## config.mk

```make
export PLATFORM = sky130hd
export DESIGN_NAME = rename_multi
export DESIGN_NICKNAME = d
export VERILOG_FILES = /design/src/rtl/rename_multi.sv
export SDC_FILE = /design/constraint.sdc
export NUM_CORES = 1
export LEC_CHECK = 0
export ABC_CLOCK_PERIOD_IN_PS = 7500
export CAP_MARGIN = 20
export CORE_MARGIN = 2
export CORE_UTILIZATION = 30
export CTS_BUF_LIST = sky130_fd_sc_hd__clkbuf_16
export DETAILED_ROUTE_END_ITERATION = 6
export PLACE_DENSITY_LB_ADDON = 0.08
export SYNTH_ARGS = -nofsm -noshare
export SYNTH_HDL_FRONTEND = slang
export SYNTH_SLANG_ARGS = --single-unit
export TNS_END_PERCENT = 20
```

## constraint.sdc

```tcl
create_clock -name CLK -period 7.5 [get_ports CLK]
set_clock_uncertainty 0.2 [all_clocks]
set_input_delay 1.125 -clock CLK [delete_from_list [all_inputs] [get_ports CLK]]
set_output_delay 1.125 -clock CLK [all_outputs]
set_load 0.02 [all_outputs]
```

## src/rtl/rename_multi.sv

```systemverilog
// N-wide register rename: accepts the in-order prefix of a decoded group that fits
// ROB/IQ/LSQ/free-list space, bypasses intra-group producers and registers dispatch.
module rename_multi #(
    parameter int WIDTH    = 2,
    parameter int LOG_ARCH = 5,
    parameter int NUM_ARCH = 32,
    parameter int LOG_PHYS = 6,
    parameter int CNT_W    = 3
) (
    input  logic                         CLK,
    input  logic                         RESET,
    input  logic                         Flush,
    input  logic [WIDTH-1:0]             In_valid,
    input  logic [WIDTH*LOG_ARCH-1:0]    In_src_a,
    input  logic [WIDTH*LOG_ARCH-1:0]    In_src_b,
    input  logic [WIDTH*LOG_ARCH-1:0]    In_dst,
    input  logic [WIDTH-1:0]             In_regwrite,
    input  logic [WIDTH-1:0]             In_memread,
    input  logic [WIDTH-1:0]             In_memwrite,
    input  logic [NUM_ARCH*LOG_PHYS-1:0] Map_arch_to_phys,
    input  logic [NUM_ARCH-1:0]          Busy_list,
    input  logic [WIDTH*LOG_PHYS-1:0]    Free_phys_regs,
    input  logic [CNT_W-1:0]             Free_count,
    input  logic [CNT_W-1:0]             Rob_free,
    input  logic [CNT_W-1:0]             Iq_free,
    input  logic [CNT_W-1:0]             Lsq_free,
    output logic [CNT_W-1:0]             Pop_count,
    output logic [CNT_W-1:0]             Freelist_pop_count,
    output logic [WIDTH-1:0]             Frat_we,
    output logic [WIDTH*LOG_ARCH-1:0]    Frat_arch,
    output logic [WIDTH*LOG_PHYS-1:0]    Frat_phys,
    output logic [WIDTH-1:0]             Out_valid,
    output logic [WIDTH*LOG_PHYS-1:0]    Out_src_a_phys,
    output logic [WIDTH*LOG_PHYS-1:0]    Out_src_b_phys,
    output logic [WIDTH-1:0]             Out_src_a_rdy,
    output logic [WIDTH-1:0]             Out_src_b_rdy,
    output logic [WIDTH*LOG_PHYS-1:0]    Out_dst_phys,
    output logic [WIDTH-1:0]             Out_dst_alloc,
    output logic [WIDTH-1:0]             Out_to_lsq,
    output logic [15:0]                  Stall_cycles
);
    // One extra bit so running totals never wrap before comparison.
    localparam int CW = CNT_W + 1;

    logic [CW-1:0]       rob_n, lsq_n, phys_n, n_valid;
    logic                go, alloc_need, mem_need;
    logic [LOG_ARCH-1:0] s_a, s_b;
    logic [LOG_ARCH-1:0] dst_c  [WIDTH];
    logic [LOG_PHYS-1:0] newp_c [WIDTH];
    logic [WIDTH-1:0]    acc_c, alloc_c;

    logic [WIDTH-1:0]          valid_d, ra_d, rb_d, alloc_d, lsq_d;
    logic [WIDTH*LOG_PHYS-1:0] sa_d, sb_d, dst_d;
    logic [WIDTH-1:0]          valid_q, ra_q, rb_q, alloc_q, lsq_q;
    logic [WIDTH*LOG_PHYS-1:0] sa_q, sb_q, dst_q;
    logic [15:0]               stall_d, stall_q;

    always_comb begin
        rob_n   = '0;
        lsq_n   = '0;
        phys_n  = '0;
        go      = !RESET && !Flush;
        acc_c   = '0;
        alloc_c = '0;
        valid_d = '0;
        ra_d    = '0;
        rb_d    = '0;
        alloc_d = '0;
        lsq_d   = '0;
        sa_d    = '0;
        sb_d    = '0;
        dst_d   = '0;
        alloc_need = 1'b0;
        mem_need   = 1'b0;
        s_a        = '0;
        s_b        = '0;
        for (int k = 0; k < WIDTH; k++) begin
            dst_c[k]  = In_dst[k*LOG_ARCH +: LOG_ARCH];
            newp_c[k] = '0;
        end
        for (int k = 0; k < WIDTH; k++) begin
            s_a        = In_src_a[k*LOG_ARCH +: LOG_ARCH];
            s_b        = In_src_b[k*LOG_ARCH +: LOG_ARCH];
            alloc_need = In_regwrite[k] && (dst_c[k] != '0);
            mem_need   = In_memread[k] || In_memwrite[k];
            if (go && In_valid[k]
                && (rob_n + CW'(1) <= {1'b0, Rob_free})
                && (rob_n + CW'(1) <= {1'b0, Iq_free})
                && (phys_n + CW'(alloc_need) <= {1'b0, Free_count})
                && (lsq_n + CW'(mem_need) <= {1'b0, Lsq_free})) begin
                acc_c[k]   = 1'b1;
                alloc_c[k] = alloc_need;
                if (alloc_need)
                    newp_c[k] = Free_phys_regs[int'(phys_n)*LOG_PHYS +: LOG_PHYS];
                valid_d[k] = 1'b1;
                alloc_d[k] = alloc_need;
                lsq_d[k]   = mem_need;
                dst_d[k*LOG_PHYS +: LOG_PHYS] = newp_c[k];
                if (s_a != '0) begin
                    sa_d[k*LOG_PHYS +: LOG_PHYS] = Map_arch_to_phys[int'(s_a)*LOG_PHYS +: LOG_PHYS];
                    ra_d[k] = !Busy_list[s_a];
                end else begin
                    ra_d[k] = 1'b1;
                end
                if (s_b != '0) begin
                    sb_d[k*LOG_PHYS +: LOG_PHYS] = Map_arch_to_phys[int'(s_b)*LOG_PHYS +: LOG_PHYS];
                    rb_d[k] = !Busy_list[s_b];
                end else begin
                    rb_d[k] = 1'b1;
                end
                // Later producers overwrite earlier ones, leaving the nearest in the group.
                for (int j = 0; j < k; j++) begin
                    if (alloc_c[j] && dst_c[j] == s_a) begin
                        sa_d[k*LOG_PHYS +: LOG_PHYS] = newp_c[j];
                        ra_d[k] = 1'b0;
                    end
                    if (alloc_c[j] && dst_c[j] == s_b) begin
                        sb_d[k*LOG_PHYS +: LOG_PHYS] = newp_c[j];
                        rb_d[k] = 1'b0;
                    end
                end
                rob_n  = rob_n + CW'(1);
                phys_n = phys_n + CW'(alloc_need);
                lsq_n  = lsq_n + CW'(mem_need);
            end else begin
                go = 1'b0;
            end
        end
    end

    // Only the youngest writer of an arch reg in the group updates the F-RAT.
    always_comb begin
        Frat_we   = '0;
        Frat_arch = '0;
        Frat_phys = '0;
        for (int k = 0; k < WIDTH; k++) begin
            Frat_we[k] = alloc_c[k];
            for (int j = k + 1; j < WIDTH; j++) begin
                if (alloc_c[j] && dst_c[j] == dst_c[k])
                    Frat_we[k] = 1'b0;
            end
            if (Frat_we[k]) begin
                Frat_arch[k*LOG_ARCH +: LOG_ARCH] = dst_c[k];
                Frat_phys[k*LOG_PHYS +: LOG_PHYS] = newp_c[k];
            end
        end
    end

    assign Pop_count          = rob_n[CNT_W-1:0];
    assign Freelist_pop_count = phys_n[CNT_W-1:0];

    always_comb begin
        n_valid = '0;
        for (int k = 0; k < WIDTH; k++)
            n_valid = n_valid + CW'(In_valid[k]);
        stall_d = stall_q;
        if (!Flush && In_valid[0] && (rob_n < n_valid) && (stall_q != 16'hFFFF))
            stall_d = stall_q + 16'd1;
    end

    always_ff @(posedge CLK) begin
        if (RESET) begin
            valid_q <= '0;
            ra_q    <= '0;
            rb_q    <= '0;
            alloc_q <= '0;
            lsq_q   <= '0;
            sa_q    <= '0;
            sb_q    <= '0;
            dst_q   <= '0;
            stall_q <= '0;
        end else begin
            valid_q <= valid_d;
            ra_q    <= ra_d;
            rb_q    <= rb_d;
            alloc_q <= alloc_d;
            lsq_q   <= lsq_d;
            sa_q    <= sa_d;
            sb_q    <= sb_d;
            dst_q   <= dst_d;
            stall_q <= stall_d;
        end
    end

    assign Out_valid      = valid_q;
    assign Out_src_a_phys = sa_q;
    assign Out_src_b_phys = sb_q;
    assign Out_src_a_rdy  = ra_q;
    assign Out_src_b_rdy  = rb_q;
    assign Out_dst_phys   = dst_q;
    assign Out_dst_alloc  = alloc_q;
    assign Out_to_lsq     = lsq_q;
    assign Stall_cycles   = stall_q;
endmodule
```

==> impl_metrics.ini, run 1 <==
[outcome]
status = complete, no violations

[die]
boundaryPins = 381
core_mm2 = 0.0333
die_area_mm2 = 0.0350
rows = 67
die_h_um = 187
initial_core_util = 0.302
die_w_um = 187

[power]
p_comb_frac = 0.501
seq_power_share = 0.227
clkPwrFrac = 0.272
power.internal_uw = 972
peakVddDrop_uv = 71.0
p_sw_uw = 507
power.leakage_uw = 0.00513
switching_share = 0.343
power_density_mw_per_mm2 = 102

[critical_path]
endpoint_kind = output port
start_kind = input port
critPathKind = input port to output port
rrSetupSlack_ns = 5.39
path_cells = clkdlybuf4s50_1 > or4_1 > o21ai_2 > ha_1 > or4_1 > nand3_2 > or3_4 > inv_1 > ha_1 > nor2b_1 > o311ai_1 > nand4b_1 > or2_1 > inv_6 > nand2_8 > inv_6 > a311oi_4 > buf_4 > clkdlybuf4s50_1
critPathRequiredTime_ns = 6.17
critical_path.slowest_cell = clkdlybuf4s50_1
max_stage_delay_ns = 0.60
cp.arrival_ns = 5.83
crit_fanout = 14

[timing]
finalCritPeriodShare = 0.954
fin_crit_ns = 7.16
timing.setup.tns_ns = 0
fmax_mhz = 140
tightest_slew_ns = 1.05
rsz0062_at_grt = false
setup_viol = 0
relSlewSlack = 0.301
finalHoldViolCount = 0
drv_slew = 0

[grt]
grt_usage = 0.256
grt_pass1_wl_um = 66800
grt_max_degree = 60
grt_pass1_vias = 9937
grt.overflow.total = 0
antenna_found_initial = 6

[logic_synthesis]
netlist_instances = 846
seq_area_frac_synth = 0.124
synth_area_leaders = mux4_2 53%, dfxtp_1 12%, mux2i_1 4.8%
synthAdderAreaFrac = 0.0174
synthArstFlopShare = 0
synth-xor-area-share = 0.0244
synth_ff_type = dfxtp_1
synth_simple_gate_area_frac = 0.119
synth_cell_types = 62
synth_compound_area_frac = 0.0786
synth-edff-count = 0
yosysWarningCount = 0
synth-seq-cells = 62
synth_top_family_by_area = multiplexers
yosys.area.top_type_share = 0.531
netlist_area_mm2 = 0.0100
syn_area_per_cell_um2 = 11.9
synthMuxAreaShare = 0.582
synth_top_cell_by_area = mux4_2

[clocking]
htree_levels = 3
numClockSinks = 62
clkLatencyLatePin_ns = 0.35
cts_buffer_depth = 2
cts_buffers = 9
root_buffer = clkbuf_16
clk_pin_slew_worst_paths_ns = 0.06
cts_tree = yes

[detailed_routing]
viasPerCell = 5.89
drc_errors = 0
firstDrtPassIters = 5
postRouteAntennaNets = 0
wl_per_cell_um = 27.6
vias = 9614
drt_wl_total_um = 45000
drt_first_iter_violations = 653

[layout]
fillers = 3131
layoutNonFillerInstCount = 1631
nets = 1478
fin_area_mm2 = 0.0145
drive_above_1_share = 0.258
area_delta_synth_final_pct = 44.0

[run]
maxCapViolations = 0

[place]
port_buffers = 378
dp.cells = 1609
placedInstanceArea_mm2 = 0.0141
dpl.hpwl_um = 34800
gp_congestion = 0.835

[worst_hold_path]
min_path_type = flip-flop to flip-flop
==> synth_stat cells (all sizes together) (3+ instances only) <==
cell,number
or4,7
and4,4
mux2,3
o22ai,11
nand2b,6
and3,6
nand4,9
a22oi,10
nand2,44
dfxtp,62
xnor2,6
and2,28
a21oi,20
o221ai,11
buf,46
nor2,46
nor4,7
or3,4
ha,14
nand4bb,5
nor4b,3
nand3,18
mux2i,48
a211oi,9
or2,4
clkbuf,42
mux4,237
nor3,8
nor2b,12
a2111oi,3
a31oi,4
xor2,22
o21ai,35
inv,32
==> critical path, delay by kind of cell <==
kind | cells | cell delay (ns)
AO/OA/AOI/OAI | 3 | 0.70
buffers and inverters | 6 | 1.52
adder cells (fa/ha/maj) | 2 | 0.53
AND/OR/NAND/NOR | 8 | 1.98
==> power by group through the flow <==
stage | Clock, µW | Combinational [µW] | Sequential [µW]
after global routing | 425 | 786 | 337
final | 402 | 741 | 336
after detailed placement | 0 | 737 | 344
after CTS | 416 | 741 | 337
after floorplan | 0 | 397 | 349
after global placement | 0 | 735 | 344
==> sequential cells by signal, summed over array words and instances (netlist names) <==
name	flops
Stall_cycles	16
Out_dst_phys	12
Out_src_a_phys	12
Out_src_b_phys	12
Out_dst_alloc	2
Out_src_a_rdy	2
Out_src_b_rdy	2
Out_to_lsq	2
Out_valid	2
==> placed cells by master (no fill, tap or decap), types with 5 or more instances in the layout <==
master,netlist,layout
clkdlybuf4s50_1,0,359
o221ai_1,11,11
clkbuf_16,0,9
mux2i_1,48,48
a21oi_1,20,20
xnor2_1,6,6
ha_1,14,14
xor2_1,22,22
a211oi_1,9,9
dfxtp_1,62,62
buf_4,5,32
nor4_1,6,6
or4_1,6,6
nand4_1,9,9
nor2_1,45,45
o22ai_1,11,11
nor2b_1,12,12
a22oi_1,10,10
mux4_2,237,237
nor3_1,8,8
dlymetal6s2s_1,0,10
o21ai_0,31,31
nand2b_1,6,6
and3_1,6,6
nand4bb_1,5,5
nand2_1,43,43
nand3_1,17,17
and2_1,28,28
inv_1,30,30
==> cells by family (layout without fill, tap and decap cells) <==
kind of cell / after synthesis / in the layout
AO/OA/AOI/OAI: 116 / 116
XOR/XNOR: 28 / 28
adder cells (fa/ha/maj): 14 / 14
buffers and inverters: 121 / 454
flip-flops: 62 / 62
multiplexers: 288 / 288
other: 1 / 5
AND/OR/NAND/NOR: 216 / 216
==> stage by stage <==
stage	total power [µW]	utilization	hold WS, ns	setup WS (ns)
2_1_floorplan	747	-	0.366	1.13
3_5_place_dp	1080	0.425	0.302	-0.100
6_report	1480	0.435	0.317	0.342
3_3_place_gp	1080	0.425	0.293	-0.0378
4_1_cts	1490	0.434	0.315	0.0535
5_1_grt	1550	0.435	0.369	0.0679
==> timing repair <==
item / CTS / global route
endpoints found under the hold margin: 0 / 0
hold buffers: 0 / 0
resized for setup: 0 / 12
endpoints found under the setup margin: 12 / 12
cloned: 0 / 0
pin swaps: 2 / 0
buffers inserted: 3 / 0
==> metal layers <==
layer / GRT usage / wire length, µm / up-vias
met1: 0.342 / 18400 / 4857
met3: 0.0580 / 3800 / 47
met4: 0.0553 / 675 / 6
li1: - / - / 4192
met2: 0.427 / 22000 / 512
met5: 0 / 35 / -
==> final timing paths <==
check	startpoint	end	cells after the start
setup / recovery	In_dst[2]	Frat_we[0]	19
hold / removal	Stall_cycles[15]$_SDFFE_PP0P_	Stall_cycles[15]$_SDFFE_PP0P_	2
setup reg to reg	Stall_cycles[11]$_SDFFE_PP0P_	Stall_cycles[12]$_SDFFE_PP0P_	6
hold reg to reg	Stall_cycles[15]$_SDFFE_PP0P_	Stall_cycles[15]$_SDFFE_PP0P_	2
==> layout make-up <==
class / count / area [µm²] / area share
antenna: 3 / 7.51 / 0.000519
clock buffer: 9 / 225 / 0.0156
clock inverter: 7 / 48.8 / 0.00337
inverter: 33 / 134 / 0.00925
multi-input combinational: 664 / 8270 / 0.572
sequential: 62 / 1240 / 0.0858
tap: 448 / 561 / 0.0387
timing repair buffer: 405 / 3980 / 0.275
Note: power is estimated with default switching activity, not from simulation.
==> run 2: changes to the inputs <==
--- a/config.mk
+++ b/config.mk
@@ -7,6 +7,7 @@
 export LEC_CHECK = 0
 export ABC_CLOCK_PERIOD_IN_PS = 7500
 export CAP_MARGIN = 20
+export CORE_ASPECT_RATIO = 1.5
 export CORE_MARGIN = 2
 export CORE_UTILIZATION = 30
 export CTS_BUF_LIST = sky130_fd_sc_hd__clkbuf_16
==> run 2 against run 1 <==
  * Maximum frequency fell by 0.73%
  * Global-route usage is 0.35 points lower
  * First-iteration DRC count down 14%
  * Worst setup slack got worse by 0.052 ns
  * Design area up 0.32%
  * Clock-buffer cell count stayed put
  * Die area about the same
  * Register-to-register slack about the same
  * Critical path depth grew 2
  * Largest cell class unchanged
==> impl_metrics.ini, run 2 (same netlist as run 1, synthesis figures left out) <==
[grt]
grt.overflow.total = 0
grt_pass1_vias = 10100
grt_max_degree = 60
grt_usage = 0.253
antenna_found_initial = 8
grt_pass1_wl_um = 66300

[die]
die_area_mm2 = 0.0350
boundaryPins = 381
initial_core_util = 0.302
core_mm2 = 0.0332
rows = 82
die_w_um = 153
die_h_um = 228

[detailed_routing]
drt_first_iter_violations = 559
firstDrtPassIters = 4
postRouteAntennaNets = 0
wl_per_cell_um = 27.9
vias = 9509
viasPerCell = 5.93
drt_wl_total_um = 44700
drc_errors = 0

[worst_hold_path]
worstHoldStart = Stall_cycles[15]$_SDFFE_PP0P_
worst_hold_path.num_cells = 2
min_path_type = flip-flop to flip-flop
min_to = Stall_cycles[15]$_SDFFE_PP0P_

[timing]
hold_slack_ns = 0.311
setup_viol = 0
tightest_slew_ns = 0.975
finalCritPeriodShare = 0.961
relSlewSlack = 0.350
fin_crit_ns = 7.21
fmax_mhz = 139
finalHoldViolCount = 0
drv_slew = 0
rsz0062_at_grt = false
fin_ws_ns = 0.290

[layout]
area_delta_synth_final_pct = 44.5
fin_util = 0.437
drive_above_1_share = 0.258
fin_area_mm2 = 0.0145
nets = 1478
largest_reg_flops = 16
final_cell_mix = 358 x clkdlybuf4s50_1, 237 x mux4_2, 62 x dfxtp_1, 48 x mux2i_1, 45 x nor2_1
layoutNonFillerInstCount = 1604
final_common_cell = clkdlybuf4s50_1

[critical_path]
cp.arrival_ns = 5.89
start_kind = input port
endpoint_kind = output port
r2r_cells = 6
crit_fanout = 14
r2r-start = Stall_cycles[10]$_SDFFE_PP0P_
critPathKind = input port to output port
rrSetupSlack_ns = 5.38
critPathRequiredTime_ns = 6.17
reg2reg_to = Stall_cycles[3]$_SDFFE_PP0P_

[place]
dp_slack_ns = -0.0114
gp_congestion = 0.855
dpl.hpwl_um = 34700
dp.cells = 1583
placedInstanceArea_mm2 = 0.0141
port_buffers = 378

[clocking]
clkLatencyLatePin_ns = 0.36
htree_levels = 3
root_buffer = clkbuf_16
cts_tree = yes
numClockSinks = 62
hold_buffers = 0
clk_pin_slew_worst_paths_ns = 0.06
cts_buffers = 9
cts_buffer_depth = 2

[power]
power.leakage_uw = 0.00518
power_density_mw_per_mm2 = 107
peakVddDrop_uv = 121

[outcome]
status = complete, no violations

[run]
maxCapViolations = 0
[run 2: cell count changes in the layout (fill, tap and decap cells not counted)]
cell,before,now
clkdlybuf4s50_1,359,358
clkinv_4,3,2
diode_2,3,4
or3_1,3,4
dlymetal6s2s_1,10,11
clkinv_2,2,0
or3_4,1,0
bufinv_16,0,2
clkinvlp_4,0,1
buf_12,0,1
buf_16,0,1
buf_4,32,30
[run 2: final cells by class]
type | instances | area [µm²]
well taps | 420 | 526
fillers | 3152 | 18700
multi-input cells | 664 | 8270
flip-flops and latches | 62 | 1240
inverters | 33 | 134
clock inverters | 7 | 97.6
diodes | 4 | 10.0
repair buffers | 405 | 4010
clock buffers | 9 | 225
[run 2: repair_timing]
item / CTS / global route
setup buffers: 1 / 0
endpoints found under the hold margin: 0 / 0
gates resized for setup: 0 / 12
pin swaps: 1 / 0
endpoints found under the setup margin: 1 / 12
[run 2: worst max-delay path, cell delays in order]
cell and delay, ns:
clkdlybuf4s50_1 0.44, or4_1 0.55, o21ai_2 0.16, ha_1 0.24, or4_1 0.54, nand3_2 0.13
or3_1 0.19, nor2_1 0.06, ha_1 0.28, inv_1 0.04, ha_1 0.27, a21oi_1 0.13
o21ai_0 0.09, nand4b_1 0.10, or2_1 0.19, inv_6 0.08, nand2_8 0.13, inv_6 0.06
a311oi_4 0.30, buf_12 0.16, clkdlybuf4s50_1 0.59
[run 2: worst max-delay path by stage]
| stage | end | startpoint | depth (start not counted) | slack, ns |
|---|---|---|---|---|
| floorplan | Frat_arch[0] | In_dst[1] | 21 | 1.13 |
| global placement | Frat_phys[0] | In_dst[1] | 19 | 0.09 |
| detailed placement | Frat_phys[0] | In_dst[1] | 19 | -0.01 |
| CTS | Frat_phys[0] | In_dst[1] | 20 | 0.06 |
| global route | Frat_we[0] | In_dst[1] | 21 | 0.06 |
| finish | Frat_we[0] | In_dst[1] | 21 | 0.29 |
[run 2: power breakdown]
part / leakage [µW] / internal, µW / total, µW / switching, µW
combinational: 0.00452 / 415 / 738 / 323
clock: 0.000154 / 292 / 475 / 183
sequential: 0.000501 / 334 / 337 / 2.63
total: 0.00518 / 1040 / 1550 / 508
[run 2: routing by layer]
metal,vias up,wire (µm),GRT usage
met5,-,55,0
met2,447,23600,0.455
li1,4192,-,-
met4,8,1250,0.0849
met3,72,2990,0.0427
met1,4790,16800,0.304
[run 2: stage by stage]
stage / TNS [ns] / total power [µW]
final: 0 / 1550
after global routing: 0 / 1620
after CTS: 0 / 1570
after detailed placement: -0.0114 / 1080
after global placement: 0 / 1080
after floorplan: 0 / 747
==> run 3: changes to the inputs <==
--- a/config.mk
+++ b/config.mk
@@ -5,7 +5,7 @@
 export SDC_FILE = /design/constraint.sdc
 export NUM_CORES = 1
 export LEC_CHECK = 0
-export ABC_CLOCK_PERIOD_IN_PS = 7500
+export ABC_CLOCK_PERIOD_IN_PS = 6250
 export CAP_MARGIN = 20
 export CORE_ASPECT_RATIO = 1.5
 export CORE_MARGIN = 2
==> constraint.sdc (replaced) <==
create_clock -name CLK -period 6.25 [get_ports CLK]
set_clock_uncertainty 0.2 [all_clocks]
set_input_delay 0.9375 -clock CLK [delete_from_list [all_inputs] [get_ports CLK]]
set_output_delay 0.9375 -clock CLK [all_outputs]
set_load 0.02 [all_outputs]
==> run 3 against run 2 <==
  * Routed wire length increased by 1.1%
  * Sequential share of layout area fell by 0.054 points
  * Critical path depth is 2 higher
  * Worst hold slack worse by 0.012 ns
==> impl_metrics.ini, run 3 (same netlist as run 1, synthesis figures left out) <==
[grt]
grt_pass1_wl_um = 67000
grt_pass1_vias = 10100
grt.overflow.total = 0
antenna_found_initial = 7
grt_usage = 0.256
grt_max_degree = 60

[timing]
fin_ws_ns = 0.201
drv_slew = 0
finalCritPeriodShare = 0.968
fmax_mhz = 165
fin_crit_ns = 6.05
relSlewSlack = 0.276
rsz0062_at_grt = false
timing.setup.tns_ns = 0
setup_viol = 0
finalHoldViolCount = 0
tightest_slew_ns = 1.09

[detailed_routing]
postRouteAntennaNets = 0
drc_errors = 0
vias = 9671
met2_length_um = 23800
wl_per_cell_um = 27.8
viasPerCell = 5.96
drt_first_iter_violations = 609
firstDrtPassIters = 5
drt_wl_total_um = 45200
wl_met3_um = 3210
wl_met1_um = 16700
maxUsedRoutingLayer = met5

[place]
gp_congestion = 0.843
dpl.hpwl_um = 35000
port_buffers = 378
dp_slack_ns = -0.528

[critical_path]
cp.arrival_ns = 4.91
endpoint_kind = output port
critPathRequiredTime_ns = 5.11
crit_fanout = 6
start_kind = input port
critPathKind = input port to output port

[die]
core_mm2 = 0.0332
die_w_um = 153
die_area_mm2 = 0.0350
boundaryPins = 381
initial_core_util = 0.302
die_h_um = 228
rows = 82

[power]
clkPwrFrac = 0.299
power.internal_uw = 1250
switching_share = 0.324
peakVddDrop_uv = 131
p_comb_frac = 0.483
seq_power_share = 0.218
power_density_mw_per_mm2 = 127
p_sw_uw = 601
power.leakage_uw = 0.00520

[worst_hold_path]
min_path_type = flip-flop to flip-flop

[outcome]
status = complete, no violations

[clocking]
clk_pin_slew_worst_paths_ns = 0.06
numClockSinks = 62
htree_levels = 3
cts_tree = yes
hold_buffers = 0
cts_buffers = 9
root_buffer = clkbuf_16
cts_buffer_depth = 2
clkLatencyLatePin_ns = 0.35

[layout]
drive_above_1_share = 0.284
final_cell_mix = 337 x clkdlybuf4s50_1, 237 x mux4_2, 62 x dfxtp_1, 49 x buf_4, 48 x mux2i_1
nets = 1498
final_common_cell = clkdlybuf4s50_1
largest_reg_flops = 16
fillers = 3199
area_delta_synth_final_pct = 45.4
fin_util = 0.439

[run]
maxCapViolations = 0
run 3: final timing paths:
path | cells after the start | slack, ns | start | endpoint
max | 23 | 0.20 | In_dst[1] | Frat_arch[4]
max reg2reg | 5 | 4.19 | Stall_cycles[11]$_SDFFE_PP0P_ | Stall_cycles[15]$_SDFFE_PP0P_
min reg2reg | 2 | 0.30 | Stall_cycles[15]$_SDFFE_PP0P_ | Stall_cycles[15]$_SDFFE_PP0P_
min | 2 | 0.30 | Stall_cycles[15]$_SDFFE_PP0P_ | Stall_cycles[15]$_SDFFE_PP0P_
run 3: area by class of cell:
type                            count  area, µm²  share of cell area
Timing Repair Buffer              425       4090               0.280
Antenna cell                        4       10.0            0.000685
Sequential cell                    62       1240              0.0850
Clock buffer                        9        225              0.0154
Tap cell                          420        526              0.0360
Inverter                           33        134             0.00916
Clock inverter                      6       87.6             0.00600
Multi-Input combinational cell    664       8290               0.568
run 3: stage by stage:
| stage | total power, µW | std cells | cell area (µm²) | hold WS, ns |
|---|---|---|---|---|
| 3_3_place_gp | 1300 | 1598 | 14200 | 0.288 |
| 2_1_floorplan | 896 | 847 | 10100 | 0.366 |
| 4_1_cts | 1870 | 1618 | 14600 | 0.302 |
| 6_report | 1850 | 1623 | 14600 | 0.299 |
| 5_1_grt | 1940 | 1623 | 14600 | 0.341 |
| 3_5_place_dp | 1310 | 1599 | 14300 | 0.291 |
run 3: layer usage:
layer | vias up | GRT usage
met3 | 75 | 0.0526
met1 | 4883 | 0.305
met4 | 6 | 0.0906
li1 | 4233 | -
met5 | - | 0
met2 | 474 | 0.457
run 3: power by group through the flow:
stage | logic, µW | clock network, µW | registers [µW]
floorplan | 477 | 0 | 419
global placement | 886 | 0 | 413
detailed placement | 893 | 0 | 413
CTS | 898 | 571 | 404
global route | 950 | 586 | 404
finish | 895 | 553 | 404
run 3: worst max-delay path, stage by stage:
cell,delay [ns]
dlygate4sd2_1,0.25
or4_4,0.56
o21ai_4,0.17
ha_1,0.23
or4_1,0.42
nand3_2,0.11
buf_6,0.11
nor4_4,0.04
ha_2,0.33
inv_1,0.04
ha_1,0.27
a21oi_1,0.06
o21ai_1,0.08
nand4b_1,0.15
or2_4,0.30
inv_6,0.07
nand2_8,0.05
inv_6,0.06
a311oi_4,0.07
buf_4,0.17
buf_16,0.13
and2_1,0.14
buf_2,0.15
run 3: repair_timing:
action                     4_1_cts  5_1_grt
setup endpoints to repair       28       30
buffers inserted                 3        1
hold endpoints to repair         0        0
pin swaps                        4        7
gates cloned                     1        0
gates resized for setup         71        7
